`src/rtl/dmem_pkg.sv`:
```
// Shared types and constants for the parametrised data memory.
package dmem_pkg;

  // Supported response latency range, in cycles from the accept edge
  localparam int unsigned RdLatMin = 1;
  localparam int unsigned RdLatMax = 8;

  // Width of the wait counter; holds RdLatMax-2 at most
  localparam int unsigned CntW = 3;

  typedef enum logic [1:0] {
    StIdle,
    StWait,
    StResp
  } dmem_state_e;

  // Number of byte-offset bits below the word index
  function automatic int unsigned lsb_bits(input int unsigned data_w);
    return (data_w <= 8) ? 0 : $clog2(data_w / 8);
  endfunction

endpackage

```
`src/rtl/dmem_array.sv`:
```
// Word storage for the data memory: reset initialisation and lane-masked write.
// Read is combinational; the owner registers the word on the accept edge.
module dmem_array #(
  parameter int unsigned       DATA_W     = 16,
  parameter int unsigned       DEPTH      = 30,
  parameter logic [DATA_W-1:0] INIT_WORD0 = 16'hABCD,
  localparam int unsigned      AW         = (DEPTH > 1) ? $clog2(DEPTH) : 1,
  localparam int unsigned      NB         = DATA_W / 8
) (
  input  logic              clk,
  input  logic              reset,
  input  logic              we,
  input  logic [AW-1:0]     addr,
  input  logic [DATA_W-1:0] wdata,
  input  logic [NB-1:0]     be,
  output logic [DATA_W-1:0] rdata
);

  logic [DATA_W-1:0] mem_q [DEPTH];

  // Storage: word 0 reloads INIT_WORD0 on reset, every enabled lane commits on a write
  always_ff @(posedge clk or negedge reset) begin
    if (!reset) begin
      for (int i = 0; i < DEPTH; i++) begin
        mem_q[i] <= (i == 0) ? INIT_WORD0 : '0;
      end
    end else if (we) begin
      for (int b = 0; b < NB; b++) begin
        if (be[b]) begin
          mem_q[addr][b*8 +: 8] <= wdata[b*8 +: 8];
        end
      end
    end
  end

  // Read port; indices past the last word read as zero instead of aliasing
  always_comb begin
    rdata = '0;
    if ({1'b0, addr} < (AW + 1)'(DEPTH)) begin
      rdata = mem_q[addr];
    end
  end

endmodule

```
`src/rtl/param_data_mem.sv`:
```
// Parametrised word-addressed data memory with valid/ready request handshake
// and a one-cycle response pulse after RD_LAT cycles.
// Optional feature: define DMEM_BYTE_WRITE_EN to add req_be byte-lane write enables.
module param_data_mem
  import dmem_pkg::*;
#(
  parameter int unsigned       DATA_W     = 16,
  parameter int unsigned       ADDR_W     = 16,
  parameter int unsigned       DEPTH      = 30,
  parameter int unsigned       RD_LAT     = 1,
  parameter logic [DATA_W-1:0] INIT_WORD0 = 16'hABCD
) (
  input  logic                clk,
  input  logic                reset,
  input  logic                req_valid,
  output logic                req_ready,
  input  logic                req_write,
  input  logic [ADDR_W-1:0]   req_addr,
  input  logic [DATA_W-1:0]   req_wdata,
`ifdef DMEM_BYTE_WRITE_EN
  input  logic [DATA_W/8-1:0] req_be,
`endif
  output logic                rsp_valid,
  output logic [DATA_W-1:0]   rsp_rdata,
  output logic                rsp_err
);

  localparam int unsigned Lsb = lsb_bits(DATA_W);
  localparam int unsigned NB  = DATA_W / 8;
  localparam int unsigned AW  = (DEPTH > 1) ? $clog2(DEPTH) : 1;
  // Out-of-range latencies are clamped to the supported range
  localparam int unsigned Lat = (RD_LAT < RdLatMin) ? RdLatMin :
                                (RD_LAT > RdLatMax) ? RdLatMax : RD_LAT;
  localparam int unsigned CntInit = (Lat > 1) ? Lat - 2 : 0;

  dmem_state_e       state_q, state_d;
  logic [CntW-1:0]   cnt_q, cnt_d;
  logic [DATA_W-1:0] cap_data_q, cap_data_d;
  logic              cap_err_q, cap_err_d;
  logic [DATA_W-1:0] rsp_rdata_q, rsp_rdata_d;
  logic              rsp_err_q, rsp_err_d;

  logic              accept;
  logic [ADDR_W-1:0] word_idx;
  logic [ADDR_W+31:0] idx_ext;
  logic              misaligned;
  logic              out_of_range;
  logic              acc_err;
  logic [DATA_W-1:0] arr_rdata;
  logic [DATA_W-1:0] acc_data;
  logic              arr_we;
  logic [NB-1:0]     arr_be;

  assign req_ready = (state_q == StIdle);
  assign accept    = req_valid && req_ready;

  // Address decode: flag rather than alias misaligned or out-of-range accesses
  assign word_idx     = req_addr >> Lsb;
  assign idx_ext      = {32'd0, word_idx};
  assign misaligned   = |(req_addr & ADDR_W'((1 << Lsb) - 1));
  assign out_of_range = idx_ext >= (ADDR_W + 32)'(DEPTH);
  assign acc_err      = misaligned || out_of_range;

`ifdef DMEM_BYTE_WRITE_EN
  assign arr_be = req_be;
`else
  assign arr_be = '1;
`endif

  assign arr_we = accept && req_write && !acc_err;

  // Writes and errors report zero data; only a clean read returns the word
  assign acc_data = (!req_write && !acc_err) ? arr_rdata : '0;

  dmem_array #(
    .DATA_W     (DATA_W),
    .DEPTH      (DEPTH),
    .INIT_WORD0 (INIT_WORD0)
  ) u_array (
    .clk   (clk),
    .reset (reset),
    .we    (arr_we),
    .addr  (AW'(word_idx)),
    .wdata (req_wdata),
    .be    (arr_be),
    .rdata (arr_rdata)
  );

  // Next state, wait counter and response capture
  always_comb begin
    state_d     = state_q;
    cnt_d       = cnt_q;
    cap_data_d  = cap_data_q;
    cap_err_d   = cap_err_q;
    rsp_rdata_d = rsp_rdata_q;
    rsp_err_d   = rsp_err_q;
    case (state_q)
      StIdle: begin
        if (accept) begin
          cap_data_d = acc_data;
          cap_err_d  = acc_err;
          if (Lat > 1) begin
            state_d = StWait;
            cnt_d   = CntW'(CntInit);
          end else begin
            // Single-cycle latency: the response registers load straight away
            state_d     = StResp;
            rsp_rdata_d = acc_data;
            rsp_err_d   = acc_err;
          end
        end
      end
      StWait: begin
        if (cnt_q == '0) begin
          state_d     = StResp;
          rsp_rdata_d = cap_data_q;
          rsp_err_d   = cap_err_q;
        end else begin
          cnt_d = cnt_q - CntW'(1);
        end
      end
      StResp: begin
        state_d = StIdle;
      end
      default: begin
        state_d = StIdle;
      end
    endcase
  end

  // State and response registers; reset drops any in-flight request
  always_ff @(posedge clk or negedge reset) begin
    if (!reset) begin
      state_q     <= StIdle;
      cnt_q       <= '0;
      cap_data_q  <= '0;
      cap_err_q   <= 1'b0;
      rsp_rdata_q <= '0;
      rsp_err_q   <= 1'b0;
    end else begin
      state_q     <= state_d;
      cnt_q       <= cnt_d;
      cap_data_q  <= cap_data_d;
      cap_err_q   <= cap_err_d;
      rsp_rdata_q <= rsp_rdata_d;
      rsp_err_q   <= rsp_err_d;
    end
  end

  assign rsp_valid = (state_q == StResp);
  assign rsp_rdata = rsp_rdata_q;
  assign rsp_err   = rsp_err_q;

endmodule

```
`config.mk`:
```
export PLATFORM = sky130hd
export DESIGN_NAME = param_data_mem
export DESIGN_NICKNAME = d
export VERILOG_FILES = /design/src/rtl/dmem_pkg.sv /design/src/rtl/dmem_array.sv /design/src/rtl/param_data_mem.sv
export SDC_FILE = /design/constraint.sdc
export NUM_CORES = 1
export LEC_CHECK = 0
export ABC_AREA = 1
export BUFFER_PORTS_ARGS = -buffer_cell sky130_fd_sc_hd__buf_2
export CAP_MARGIN = 15
export CORE_ASPECT_RATIO = 1.1
export CORE_MARGIN = 3
export CORE_UTILIZATION = 60
export CTS_BUF_LIST = sky130_fd_sc_hd__clkbuf_8
export DETAILED_ROUTE_END_ITERATION = 10
export PLACE_DENSITY = 0.84
export SLEW_MARGIN = 5
export SYNTH_ARGS = -nofsm -noshare
export SYNTH_HDL_FRONTEND = slang
export SYNTH_HIERARCHICAL = 1
export SYNTH_SLANG_ARGS = --single-unit
```
`constraint.sdc`:
```
create_clock -name clk -period 4.3 [get_ports clk]
set_clock_uncertainty 0.05 [all_clocks]
set_input_delay 0.43 -clock clk [delete_from_list [all_inputs] [get_ports clk]]
set_output_delay 0.43 -clock clk [all_outputs]
set_load 0.1 [all_outputs]
```
After elaboration in Yosys (flattened, before gate mapping)
Index checks and enable logic that the tools add are counted.
{"block": "word_totals", "ff_bits": 519, "input_bits": 36, "output_inout_bits": 19}
{"block": "classes", "n_addsub": 1, "n_lt_le_gt_ge": 4, "n_eq_ne": 4, "mux": 21, "n_bitwise": 2, "reduce_logical": 15}
{"operator": "bitwise mux 480 bit", "n": 2}
{"operator": "2-to-1 mux 480 bit", "n": 1}
{"operator": "demux 16 bit (select 5 bit)", "n": 2}
{"operator": "2-to-1 mux 16 bit", "n": 7}
{"operator": "binary-select mux 16 bit (select 5 bit)", "n": 1}
{"operator": "case mux 16 bit (2 select lines)", "n": 1}
{"operator": "greater-or-equal comparator 15 x 5 -> 1 bit (second input constant)", "n": 1}
{"operator": "2-to-1 mux 8 bit", "n": 1}
{"operator": "greater-or-equal comparator 6 bit (second input constant)", "n": 1}
{"operator": "< comparator 6 x 1 -> 1 bit (second input constant)", "n": 1}
{"operator": "NOT 5 -> 6 bit", "n": 1}
{"operator": "AND reduction 2 bit", "n": 3}
{"operator": "logical AND 1 bit", "n": 5}
{"operator": "< comparator 5 bit (second input constant)", "n": 1}
{"operator": "2-to-1 mux 2 bit", "n": 2}
{"operator": "case mux 2 bit (2 select lines)", "n": 1}
{"operator": "logical NOT 3 bit", "n": 1}
{"operator": "AND reduction 3 bit", "n": 1}
{"operator": "subtractor 3 x 1 -> 3 bit (second input constant)", "n": 1}
{"operator": "== test 2 x 1 -> 1 bit (second input constant)", "n": 1}
{"operator": "== test 2 bit (second input constant)", "n": 1}
{"operator": "logical NOT 1 bit", "n": 2}
{"operator": "logical NOT 2 bit", "n": 1}
{"operator": "2-to-1 mux 1 bit", "n": 2}
{"operator": "6 further kinds", "n": 6}

Longest topological paths before layout
{"block": "depth", "ltp_word": 8, "depth_mapped": 16, "ltp_nobuf": 13}

Modules after synthesis
Netlist, hierarchy kept.
{"module": "dmem_array", "instances": 1, "cells_each": 3076, "area_each_um2": 22636.7}
{"module": "param_data_mem", "instances": 1, "cells_each": 128, "area_each_um2": 1006.0}

Worst setup path after synthesis
OpenSTA, ideal clock, no wires.
{"block": "synth_path", "path_type": "reg-to-reg", "start": "register state_q[1]", "end": "register u_array/mem_q[173] (netlist name)", "arrival_time_ps": 2737, "required_time_ps": 4120, "setup_slack_ps": 1383, "path_stages_with_launch": 13, "path_buffers": 2, "synth_period_minus_slack_ps": 2917, "cell_sequence": "dfrtp_1 -> inv_2 -> nand2_4 -> nor2_8 -> nand3_1 -> nor2_1 -> nand2_1 -> inv_1 -> clkbuf_1 -> nand2_1 -> buf_2 -> nand2_1 -> o21ai_1"}
{"block": "synth_via", "elab_chain_cells": 4}
{"item": "start, declared", "line": "param_data_mem.sv:36", "rtl": "dmem_state_e state_q, state_d;"}
{"item": "start signal, assigned", "line": "param_data_mem.sv:134", "rtl": "state_q <= StIdle;"}
{"item": "start signal, assigned", "line": "param_data_mem.sv:141", "rtl": "state_q <= state_d;"}
{"item": "logical NOT 2 bit", "line": "param_data_mem.sv:54", "rtl": "assign req_ready = (state_q == StIdle);"}
{"item": "named net req_ready", "line": "param_data_mem.sv:16", "rtl": "output logic req_ready,"}
{"item": "logical AND 1 bit", "line": "param_data_mem.sv:55", "rtl": "assign accept = req_valid && req_ready;"}
{"item": "logical AND 1 bit (2 in a row)", "line": "param_data_mem.sv:70", "rtl": "assign arr_we = accept && req_write && !acc_err;"}
{"item": "named net arr_we", "line": "param_data_mem.sv:51", "rtl": "logic arr_we;"}
{"item": "end signal, assigned by index", "line": "dmem_array.sv:25", "rtl": "mem_q[i] <= (i == 0) ? INIT_WORD0 : '0;"}
{"item": "end signal, assigned by index", "line": "dmem_array.sv:30", "rtl": "mem_q[addr][b*8 +: 8] <= wdata[b*8 +: 8];"}
{"item": "end, declared", "line": "dmem_array.sv:19", "rtl": "logic [DATA_W-1:0] mem_q [DEPTH];"}
The timed path passes the listed nets, and every way through them passes these cells.
A chain may end at the register's enable or synchronous reset.

Worst setup path after layout
{"block": "layout_path", "start": "register state_q[1]", "end": "register u_array/mem_q[382] (netlist name)"}
{"block": "layout_via", "elab_chain_cells": 4}
{"item": "logical NOT 2 bit", "line": "param_data_mem.sv:54"}
{"item": "logical AND 1 bit", "line": "param_data_mem.sv:55"}
{"item": "logical AND 1 bit (2 in a row)", "line": "param_data_mem.sv:70"}
{"item": "named net arr_we", "line": "param_data_mem.sv:51"}
The timed path passes the listed nets, and every way through them passes these cells.

==> out/metrics.cfg <==
[sta]
fmax_mhz=293
final-setup-viol-count=0
rsz0062_at_grt=false
period_needed_ns=3.41
drv_slew=0
slew_headroom_pct=17.3
finalSetupTns_ns=0
tightestPinTransition_ns=1.24
post-route-period-util_pct=79.3
whs_ns=0.172
finalHoldViolCount=0

[logic_synthesis]
netlist_instances=3204
synth_top_family_by_area=simple AND/OR/NAND/NOR gates
synth_fa_ha_area_share_pct=0
muxShareOfSynthArea_pct=0
synth_compound_area_share_pct=10.3
synth_seq_area_share_pct=52.8
yosys.area_share.simple_pct=32.0
syn_avg_cell_area_um2=7.38
synth_warnings=6
ys_ff_latch=498
synth_xor_area_share_pct=0
syn_area_um2=23600
yosys.cell_types.count=27

[critical_path]
crit_chain=inv_2, nand2_4, nor2_8, nand3_1, nor2_1, nand2_1, inv_1, nand2_1, nand2_1, o21ai_0
slowest_delay_ns=0.84
crit_buf_inv=2
reg2reg_slack_ns=0.89
start_kind=register
r2r_end=u_array/mem_q[382]
critPathLaunch=state_q[1]
crit_path_frequent_cell=nand2_1
cp.depth=10
crit_family=simple AND/OR/NAND/NOR gates
cp_max_fo=30
critPathRequiredTime_ns=4.70
critPathCaptureType=register
crit_type=reg2reg
critPathSlowestCell=inv_1
r2r_cells=10
arrival_ns=3.81
r2r_start=state_q[1]

[cells_and_area]
instances_no_fill=3712
syn2layout_area_growth_pct=7.64
final_nets=3192
post_route_cells_drive_above_1_share_pct=7.26

[clock_network]
htreeDepth=3
insertion_delay_ns=0.63
root_buffer=clkbuf_8
cts_tree=done
cts_inserted_buffers=82
clockBufferDepth=3
path_clk_slew_ns=0.06
clock_sinks=498
cts.repair.resized=0

[grt]
track_usage_pct=30.5
grt_pass1_wl_um=105000
grt_overflow=0
grt_pass1_vias=20300
grt_max_degree=123
antenna_found_initial=1

[power]
leakage_nw=13.4
cellPowerDensity_nw_per_um2=358
ir_drop_v=0.000306
finalPower_mw=9.10

[die]
die_area_um2=41800
die_x_um=195
std_cell_rows=75
dieHeight_um=214
ios=55
start_util_pct=61.5
core_um2=38500

[route]
ant_nets=0
drtIter0Drc=2510
drc=0
viasPerCell=5.72
routed_wl_um=63700
drtPass1Iterations=8
wl_per_cell_um=17.2
vias=21200

[outcome]
status=complete, no violations

[placement]
dp_cells=3570
place.gp.congestion=0.888
placement.io_buffers=54
detailed_place_hpwl_um=38400

[job]
drv_cap=0

[worst_hold_path]
min_to=state_q[1]
hp-start=req_valid
hold_path.class=in2reg
min_path_cells=3

-- per-stage QoR --
stage	setup WS, ns	util (%)	instance area [um^2]
finish	0.890	66.1	25400
global route	0.674	66.1	25400
CTS	1.04	66.1	25400
detailed placement	0.949	62.0	23800
global placement	0.971	61.9	23800
floorplan	1.38	-	23600
-- cell type report --
cell class	instances	area [um^2]
fill	3128	13000
sequential	498	12500
multi-input combinational	2446	10000
clock buffer	102	1400
tap	500	626
timing repair buffer	76	572
inverter	52	203
clock inverter	37	169
antenna	1	2.50
-- cell usage after synthesis, drive strengths merged --
cell type | n | area (um^2)
buf | 61 | 404
nor2 | 91 | 397
dlymetal6s2s | 1 | 12.5
nand3 | 17 | 85.1
clkbuf | 147 | 562
o21ai | 480 | 2430
conb | 1 | 3.75
dfrtp | 488 | 12200
nor3 | 4 | 65.1
nand2 | 1835 | 6910
nor2b | 1 | 6.26
nand4 | 16 | 100
dfstp | 10 | 263
inv | 52 | 195
-- worst min-delay path: stages --
cell     delay (ns)
buf_2          0.10
nand2_4        0.16
inv_1          0.12
-- state kept, by name, summed over array words and instances, names as in the netlist --
register and cells:
u_array/mem_q 480, rsp_rdata 16, rsp_err 1, state_q 1
-- how the worst max path moves through the flow --
| stage | to | slack (ns) |
|---|---|---|
| CTS | u_array/mem_q[366] | 1.04 |
| global placement | u_array/mem_q[474] | 0.97 |
| floorplan | u_array/mem_q[173] | 1.38 |
| global route | u_array/mem_q[365] | 0.67 |
| finish | u_array/mem_q[382] | 0.89 |
| detailed placement | u_array/mem_q[473] | 0.95 |
-- cell usage in the layout (no fill, tap or decap), drive strengths merged --
cell         synthesis  final
buf                 61     75
nand3               17     17
nand2             1835   1835
o21ai              480    480
nor2                91     91
dfstp               10     10
clkinvlp             0      4
nor3                 4      4
diode                0      1
conb                 1      2
clkbuf             147    102
clkinv               0      4
inv                 52     81
dlygate4sd3          0      1
nand4               16     16
nor2b                1      1
dfrtp              488    488
-- report_power, final --
group | switching, mW | total, mW | internal [mW]
sequential | 0.000691 | 4.69 | 4.69
combinational | 0.377 | 0.430 | 0.0528
clock | 1.86 | 3.98 | 2.12
total | 2.23 | 9.10 | 6.87
-- cells by family (layout without fill, tap and decap cells) --
kind of cell | count (synthesis) | after routing
other | 1 | 3
AO/OA/AOI/OAI | 480 | 480
buffers and inverters | 261 | 267
flip-flops | 498 | 498
AND/OR/NAND/NOR | 1964 | 1964
-- what timing repair did --
action                                 in CTS  in global routing
endpoints found under the hold margin     117                  0
hold buffers                                1                  0
setup buffers                               0                  0
-- routing by layer --
layer	up-vias	share of wire [%]	global-route usage (%)
met4	0	3.7	11.8
li1	9898	-	-
met1	9975	40	43.1
met5	-	0	0
met2	1176	45	47.1
met3	178	11	5.83
No activity file was read; power rests on OpenSTA's default activity.
